File: config.mk
export PLATFORM = sky130hd
export DESIGN_NAME = ls_queue_unit
export DESIGN_NICKNAME = d
export VERILOG_FILES = /design/src/rtl/ls_queue_unit.sv
export SDC_FILE = /design/constraint.sdc
export NUM_CORES = 1
export LEC_CHECK = 0
export BUFFER_PORTS_ARGS = -buffer_cell sky130_fd_sc_hd__buf_2
export CAP_MARGIN = 20
export CORE_MARGIN = 3
export CORE_UTILIZATION = 57
export CTS_CLUSTER_SIZE = 14
export DETAILED_ROUTE_END_ITERATION = 8
export PLACE_DENSITY = 0.88
export RECOVER_POWER = 100
export SKIP_LAST_GASP = 1
export SLEW_MARGIN = 10
export SYNTH_ARGS = -nofsm -noshare
export SYNTH_HDL_FRONTEND = slang
export SYNTH_SLANG_ARGS = --single-unit
File: constraint.sdc
create_clock -name clock -period 3.9 [get_ports clock]
set_input_delay 0.585 -clock clock [delete_from_list [all_inputs] [get_ports clock]]
set_output_delay 0.585 -clock clock [all_outputs]
set_load 0.02 [all_outputs]
File: src/rtl/ls_queue_unit.sv
`default_nettype none
// ============================================================================
// Module   : ls_queue_unit
// Brief    : In-order load/store queue. It computes addresses when an op is
//            enqueued and drains one op at a time to the data cache using the
//            rd/wr/waitrequest protocol. Each op retires through a one-cycle
//            ROB writeback.
// Options  : LSQ_MISALIGN_EXC_EN - misaligned half/word ops retire with
//            rob_exc and never touch the cache.
// Revision : 1.0 - initial release
// ============================================================================
module ls_queue_unit #(
  parameter int ROB_DEPTHLOG2 = 4,
  parameter int QDEPTH_LOG2   = 2
) (
  input  logic                     clock,
  input  logic                     reset,
  input  logic                     flush,
  input  logic                     in_valid,
  output logic                     in_ready,
  input  logic                     in_is_load,
  input  logic                     in_is_store,
  input  logic [1:0]               in_ls_op,
  input  logic                     in_ls_sext,
  input  logic [31:0]              in_A,
  input  logic [31:0]              in_offset,
  input  logic [31:0]              in_B,
  input  logic [4:0]               in_dest_reg,
  input  logic                     in_dest_reg_valid,
  input  logic [ROB_DEPTHLOG2-1:0] in_rob_slot,
  output logic                     rob_data_valid,
  output logic [ROB_DEPTHLOG2-1:0] rob_data_idx,
  output logic [31:0]              rob_result,
  output logic [4:0]               rob_dest_reg,
  output logic                     rob_dest_reg_valid,
  output logic                     rob_exc,
  output logic                     cache_rd,
  output logic                     cache_wr,
  output logic [31:0]              cache_addr,
  output logic [31:0]              cache_wr_data,
  output logic [3:0]               cache_wr_be,
  input  logic [31:0]              cache_data,
  input  logic                     cache_waitrequest,
  output logic [QDEPTH_LOG2:0]     occupancy
);

  localparam int                   DEPTH      = 1 << QDEPTH_LOG2;
  localparam logic [QDEPTH_LOG2:0] FULL_COUNT = (QDEPTH_LOG2 + 1)'(DEPTH);

  typedef struct packed {
    logic                     is_load;
    logic                     is_store;
    logic [1:0]               ls_op;
    logic                     sext;
    logic [31:0]              addr;
    logic [31:0]              data;
    logic [4:0]               dest_reg;
    logic                     dest_reg_valid;
    logic [ROB_DEPTHLOG2-1:0] slot;
  } entry_t;

  typedef enum logic [0:0] {
    ST_IDLE   = 1'b0,
    ST_ACCESS = 1'b1
  } state_t;

  entry_t                 queue_mem [DEPTH];
  entry_t                 in_entry;
  entry_t                 head;
  entry_t                 acc;
  state_t                 state;
  logic                   acc_killed;
  logic [QDEPTH_LOG2-1:0] rd_ptr;
  logic [QDEPTH_LOG2-1:0] wr_ptr;
  logic [QDEPTH_LOG2:0]   count;
  logic                   not_empty;
  logic                   enq;
  logic                   done;
  logic                   head_access;
  logic                   head_misaligned;
  logic                   pop_idle;
  logic                   pop_next;
  logic                   pop;
  logic [31:0]            load_result;

  assign occupancy = count;
  assign in_ready  = (count != FULL_COUNT);
  assign not_empty = (count != '0);
  assign enq       = in_valid & in_ready & ~flush;
  assign head      = queue_mem[rd_ptr];

`ifdef LSQ_MISALIGN_EXC_EN
  assign head_misaligned = (head.is_load | head.is_store) &
                           ((head.ls_op == 2'd1) ? head.addr[0]
                                                 : (head.ls_op[1] & (head.addr[1:0] != 2'b00)));
`else
  assign head_misaligned = 1'b0;
`endif

  // Only ops that really touch the cache may enter ACCESS; no-ops and
  // exceptions retire straight from IDLE so one writeback per cycle is kept.
  assign head_access = (head.is_load | head.is_store) & ~head_misaligned;
  assign done        = (state == ST_ACCESS) & ~cache_waitrequest;
  assign pop_idle    = (state == ST_IDLE) & not_empty & ~flush;
  assign pop_next    = done & not_empty & ~flush & head_access;
  assign pop         = pop_idle | pop_next;

  // Pack the incoming op; the effective address is resolved here, once.
  always_comb begin
    in_entry                = '0;
    in_entry.is_load        = in_is_load;
    in_entry.is_store       = in_is_store;
    in_entry.ls_op          = in_ls_op;
    in_entry.sext           = in_ls_sext;
    in_entry.addr           = in_A + in_offset;
    in_entry.data           = in_B;
    in_entry.dest_reg       = in_dest_reg;
    in_entry.dest_reg_valid = in_dest_reg_valid;
    in_entry.slot           = in_rob_slot;
  end

  // Queue storage, written at the tail on every accepted enqueue.
  always_ff @(posedge clock) begin
    if (enq) begin
      queue_mem[wr_ptr] <= in_entry;
    end
  end

  // Head/tail pointers and occupancy; flush empties the queue.
  always_ff @(posedge clock) begin
    if (reset || flush) begin
      rd_ptr <= '0;
      wr_ptr <= '0;
      count  <= '0;
    end else begin
      if (enq) wr_ptr <= wr_ptr + 1'b1;
      if (pop) rd_ptr <= rd_ptr + 1'b1;
      case ({enq, pop})
        2'b10:   count <= count + 1'b1;
        2'b01:   count <= count - 1'b1;
        default: count <= count;
      endcase
    end
  end

  // Lane selection and extension of the returned load word.
  always_comb begin
    logic [7:0]  lb;
    logic [15:0] lh;
    case (acc.addr[1:0])
      2'd0:    lb = cache_data[7:0];
      2'd1:    lb = cache_data[15:8];
      2'd2:    lb = cache_data[23:16];
      default: lb = cache_data[31:24];
    endcase
    lh = acc.addr[1] ? cache_data[31:16] : cache_data[15:0];
    case (acc.ls_op)
      2'd0:    load_result = {{24{acc.sext & lb[7]}}, lb};
      2'd1:    load_result = {{16{acc.sext & lh[15]}}, lh};
      default: load_result = cache_data;
    endcase
  end

  // Cache strobes follow the access register; all outputs stay zero when idle.
  always_comb begin
    cache_rd      = 1'b0;
    cache_wr      = 1'b0;
    cache_addr    = '0;
    cache_wr_data = '0;
    cache_wr_be   = '0;
    if (state == ST_ACCESS) begin
      cache_addr = {acc.addr[31:2], 2'b00};
      cache_rd   = acc.is_load;
      cache_wr   = acc.is_store & ~acc.is_load;
      if (cache_wr) begin
        case (acc.ls_op)
          2'd0: begin
            cache_wr_be   = 4'b0001 << acc.addr[1:0];
            cache_wr_data = {4{acc.data[7:0]}};
          end
          2'd1: begin
            cache_wr_be   = acc.addr[1] ? 4'b1100 : 4'b0011;
            cache_wr_data = {2{acc.data[15:0]}};
          end
          default: begin
            cache_wr_be   = 4'b1111;
            cache_wr_data = acc.data;
          end
        endcase
      end
    end
  end

  // Pop/access sequencing and the one-cycle registered ROB writeback.
  always_ff @(posedge clock) begin
    if (reset) begin
      state              <= ST_IDLE;
      acc                <= '0;
      acc_killed         <= 1'b0;
      rob_data_valid     <= 1'b0;
      rob_data_idx       <= '0;
      rob_result         <= '0;
      rob_dest_reg       <= '0;
      rob_dest_reg_valid <= 1'b0;
      rob_exc            <= 1'b0;
    end else begin
      rob_data_valid <= 1'b0;
      case (state)
        ST_IDLE: begin
          if (pop_idle) begin
            if (head_access) begin
              acc        <= head;
              acc_killed <= 1'b0;
              state      <= ST_ACCESS;
            end else begin
              rob_data_valid     <= 1'b1;
              rob_data_idx       <= head.slot;
              rob_result         <= '0;
              rob_dest_reg       <= head.dest_reg;
              rob_dest_reg_valid <= head.dest_reg_valid & ~head_misaligned;
              rob_exc            <= head_misaligned;
            end
          end
        end
        ST_ACCESS: begin
          if (done) begin
            // A flushed op still has to finish its bus cycle but must not retire.
            if (!acc_killed && !flush) begin
              rob_data_valid     <= 1'b1;
              rob_data_idx       <= acc.slot;
              rob_result         <= acc.is_load ? load_result : 32'd0;
              rob_dest_reg       <= acc.dest_reg;
              rob_dest_reg_valid <= acc.dest_reg_valid & acc.is_load;
              rob_exc            <= 1'b0;
            end
            if (pop_next) begin
              acc        <= head;
              acc_killed <= 1'b0;
            end else begin
              state <= ST_IDLE;
            end
          end else if (flush) begin
            acc_killed <= 1'b1;
          end
        end
        default: state <= ST_IDLE;
      endcase
    end
  end

endmodule
`default_nettype wire

=== Word level (Yosys, flattened, before mapping) ===
Memories as Yosys holds them, arrays and structs flattened. A register that Yosys moved wholly into a read port is not among the register bits.
Cells that the tools add are included.
W data, S select, Z words.

* Muxes and demuxes: 65
* Eq/ne operators: 14
* Reduce and logical (&&, ||, !) cells: 11
* Bitwise operators: 18
* $add $sub $neg: 5
* Shift operators: 1

{| class="wikitable"
|+ Operators by type and width
! kind !! count
|-
| $mux W79 || 4
|-
| $mux W32 || 8
|-
| $pmux W32 S2 || 3
|-
| $pmux W79 S2 || 1
|-
| $add A32 B32 Y32 || 1
|-
| $mux W4 || 7
|-
| $mux W1 || 25
|-
| $pmux W8 S3 || 1
|-
| $mux W5 || 4
|-
| $mux W16 || 1
|-
| $pmux W4 S2 || 2
|-
| $and A1 B1 Y1 || 12
|-
| $reduce_and A4 Y1 || 3
|-
| $pmux W1 S2 || 5
|-
| $pmux W5 S2 || 1
|-
| $eq A2 B1 Y1 const B || 3
|-
| $ne A2 B1 Y1 const B || 3
|-
| $ne A2 B2 Y1 const B || 3
|-
| $ne A3 B2 Y1 const B || 2
|-
| $pmux W3 S2 || 1
|-
| $add A2 B1 Y2 const B || 2
|-
| $eq A2 B2 Y1 const B || 2
|-
| $logic_not A2 Y1 || 2
|-
| $mux W2 || 2
|-
| 11 further kinds || 16
|}

* Bits in writable memories: 316
* Bits in registers: 132
* Memories kept: 1
* Output and inout bits: 118
* Input bits: 148

{| class="wikitable"
|+ Memory list
! memory !! words !! bits a word !! read ports !! clocked after memory_dff !! write ports !! line !! text
|-
| queue_mem || 4 || 79 || 1 || 1 || 1 || 67 || <nowiki>entry_t queue_mem [DEPTH];</nowiki>
|}

=== Logic depth before layout (Yosys ltp) ===
* Depth after elaboration: 8
* Depth in mapped cells: 12
* Gate-level depth less buffers: 11

=== Least setup slack after synthesis ===
Ideal clock, no wire load.

* Path kind: register to register
* Start point: register count[0] (netlist: occupancy[0])
* End point: memory queue_mem[0][0] (netlist name) (enable)
* Stages on the path, launching flop included: 6
* Period minus slack after synthesis: 3,495 ps
* Buffers on the path: 0
* Required time: 3,454 ps
* Arrival time: 3,048 ps
* Setup slack: 405 ps
* Path through: dfxtp_1 inv_1 nand3_1 nand2_1 nor2_1 and2_1

* Word-level cells in the longest chain between the ends: 5

{| class="wikitable"
|+ Ends and longest elaborated chain
! item !! line !! text
|-
| start, declared || 75 || <nowiki>logic [QDEPTH_LOG2:0] count;</nowiki>
|-
| start signal, assigned || 139 || <nowiki>2'b10: count <= count + 1'b1;</nowiki>
|-
| start signal, assigned || 140 || <nowiki>2'b01: count <= count - 1'b1;</nowiki>
|-
| start signal, assigned || 141 || <nowiki>default: count <= count;</nowiki>
|-
| $ne A3 B3 Y1 || 87 || <nowiki>assign in_ready = (count != FULL_COUNT);</nowiki>
|-
| via in_ready || 20 || <nowiki>output logic in_ready,</nowiki>
|-
| $and A1 B1 Y1 (2 in series) || 89 || <nowiki>assign enq = in_valid & in_ready & ~flush;</nowiki>
|-
| $mux W1 || 124 || <nowiki>if (enq) begin</nowiki>
|-
| $mux W1 (implied by the code) || 125 || <nowiki>queue_mem[wr_ptr] <= in_entry;</nowiki>
|-
| end, declared || 67 ||
|}

The timed path passes the listed nets, and every way through them passes these cells.

=== Final worst setup path ===
* Start point: input reset
* End point: register acc[74] (netlist name)

{| class="wikitable"
|+ RTL lines
! item !! line !! text
|-
| start, declared || 17 || <nowiki>input logic reset,</nowiki>
|-
| end signal, assigned || 198 || <nowiki>acc <= '0;</nowiki>
|-
| end signal, assigned || 212 || <nowiki>acc <= head;</nowiki>
|-
| end signal, assigned || 237 || <nowiki>acc <= head;</nowiki>
|-
| end, declared || 70 || <nowiki>entry_t acc;</nowiki>
|}

No word-level cell between the ends.

==> out/results.tsv <==
stage	metric	value	unit
run_status	outcome	complete, but fails checks	
run_status	violations	capacitance limit, slew limit	
min_path	hold_path.class	input port to flip-flop	
synth	yosys-top-cells-area	edfxtp_1, dfxtp_1, mux4_2	
timing	finalSetupViolCount	0	
cts	ctsHoldBuffers	0	
timing	hold_violations	0	
cts	clkTransAtPathRegs	0.06	ns
synth	ys.flop_type	edfxtp_1	
floorplan	die_width	189	um
cts	post_cts_resized	0	
cts	h-tree-depth	2	
cts	numCtsBuffers	43	
synth	ys_ff_latch	449	
setup_path	crit_chain	clkbuf_2, clkbuf_1, a21oi_1	
timing	final_max_slew_viol_count	128	
floorplan	start_util	58.2	%
timing	fin_skew	0.0228	ns
timing	period_share	84.9	%
global_route	grt_pass1_vias	13284	
timing	tightest_slew	2.18	ns
synth	synth_async_sr_flop_share	0	%
flow_run	drv_cap	2	
cells_and_area	max_flop_register	queue_mem	
timing	max_freq	302	MHz
cells_and_area	utilization	67.0	%
pwr	power.density	466	mW/mm^2
synth	syn_inst	1463	
route	wl_per_cell	22.1	um
cts	postCtsSetupBuffers	0	
cells_and_area	finalInstanceArea	0.0220	mm^2
global_route	grt_max_degree	93	
route	drt_iter0_markers	1373	
synth	yosysTopAreaCellShare	49.8	%
setup_path	critical_path_class	input port to flip-flop	
setup_path	crit_required	4.22	ns
synth	synth.distinct_cells	61	
cts	cts_tree	done	
synth	synth.most_common_cell	edfxtp_1	
placement	hpwlAfterDp	31100	um
global_route	grt_use_total	26.5	%
placement	dp.cells	2097	
floorplan	io_pins	266	
global_route	antenna_found_initial	8	
synth	seq_area_frac_synth	63.7	%
placement	portBuffers	262	
cts	cts.root.buffer_cell	clkbuf_16	
floorplan	core-area	0.0328	mm^2
cells_and_area	largest_reg_flops	316	
route	ant_nets	0	
setup_path	crit_buf_inv	2	
placement	place_ws	0.284	ns
cells_and_area	area_growth_syn_to_layout	15.2	%
timing	slew_headroom	-45.2	%
route	drc	0	
timing	setup_tns	0	ns
pwr	ir_drop	0.327	mV
setup_path	critPathMaxStageDelay	1.50	ns
cells_and_area	fin_cells	2180	
setup_path	path_delay_family	buffers and inverters	
placement	gp_congestion	0.882	
synth	synthTopCellsByCount	edfxtp_1, nand2_1, a21oi_1, dfxtp_1, mux4_2	
cells_and_area	nNetsFinal	1886	
synth	synth_area	0.0191	mm^2
route	num_vias	13131	
global_route	grt_pass1_wl	73900	um
setup_path	worstPathMaxFanout	92	
route	first_pass_iters	5	
timing	min_period	3.31	ns
setup_path	arrival	3.63	ns
synth	synth_edf_count	316	
route	routed_wl	48100	um
pwr	leakage	7.37	nW
synth	synth_area_leader_cell	edfxtp_1	
cells_and_area	drive_gt1_share	17.6	%
timing	rsz0062_at_grt	false	
timing	setup_ws	0.590	ns
cts	clockBufferDepth	3	
cells_and_area	reg.largest.list	queue_mem x316, acc x79, rob_result x32	
cts	worstSkewPairLatency	0.54	ns
route	vias_per_cell	6.02	
cts	numClockSinks	449	
floorplan	dieArea	0.0357	mm^2
setup_path	critPathLaunchType	input port	
global_route	grt_overflow	0	
setup_path	cp_slowest_cell	clkbuf_2	
setup_path	endpoint_kind	flip-flop	
synth	synth_warnings	0	
synth	avgSynthCellArea	13.0	um^2
floorplan	die-height	189	um
floorplan	num_rows	66	
placement	placed_area	0.0208	mm^2
[layer usage]
layer  global-route usage, %  vias up  share of wire, %
li1                        -     5874                 -
met1                    34.6     6381                38
met2                    44.8      753                49
met3                    5.18      115               9.3
met4                    9.42        8               3.2
met5                       0        -              0.11
[per-stage QoR]
stage                     hold WS, ns  total power, mW
after floorplan                 0.432             5.89
after global placement          0.435             6.12
after detailed placement        0.440             6.17
after CTS                       0.240             10.3
after global routing            0.313             10.5
final                           0.300             10.2
[worst paths after layout]
path              slack, ns           start               end  cells after the start
setup / recovery       0.59           reset           acc[74]                      3
hold / removal         0.30      in_ls_sext  queue_mem[3][74]                      1
setup reg to reg       0.71    occupancy[0]  queue_mem[3][15]                      6
hold reg to reg        0.45  rob_result[22]    rob_result[22]                      2
[report_power, final]
group	internal [mW]	switching [mW]	total, mW
Sequential	5.27	0.0417	5.31
Clock	2.45	1.71	4.16
Combinational	0.282	0.480	0.761
Total	8.00	2.23	10.2
[kinds of logic after synthesis]
logic type / synth area share (%)
other cells: 0.0197
buf+inv: 2.55
simple gates: 9.06
fa+ha+maj: 2.57
compound gates: 9.66
mux: 10.8
flops: 63.7
xor+xnor: 1.61
[final cells by class]
cell class                 count  area [um^2]
sequential                   449        12200
fill                        2328        10800
multi-input combinational    901         6450
timing repair buffer         282         1290
clock buffer                  65         1270
tap                          442          553
clock inverter                14          144
inverter                      23         86.3
antenna                        4         10.0
[placed cells by master (no fill, tap or decap), types with 17 or more instances in the layout]
cell	count
edfxtp_1	316
nand2_1	237
a21oi_1	181
clkbuf_1	147
dfxtp_1	131
buf_2	130
mux4_2	80
nor2_1	77
o21ai_0	51
clkbuf_16	45
ha_1	36
and2_0	26
mux2i_1	25
inv_1	23
xnor2_1	21
a21o_1	20
and2_1	17
Power figures use the tool's default switching activity.
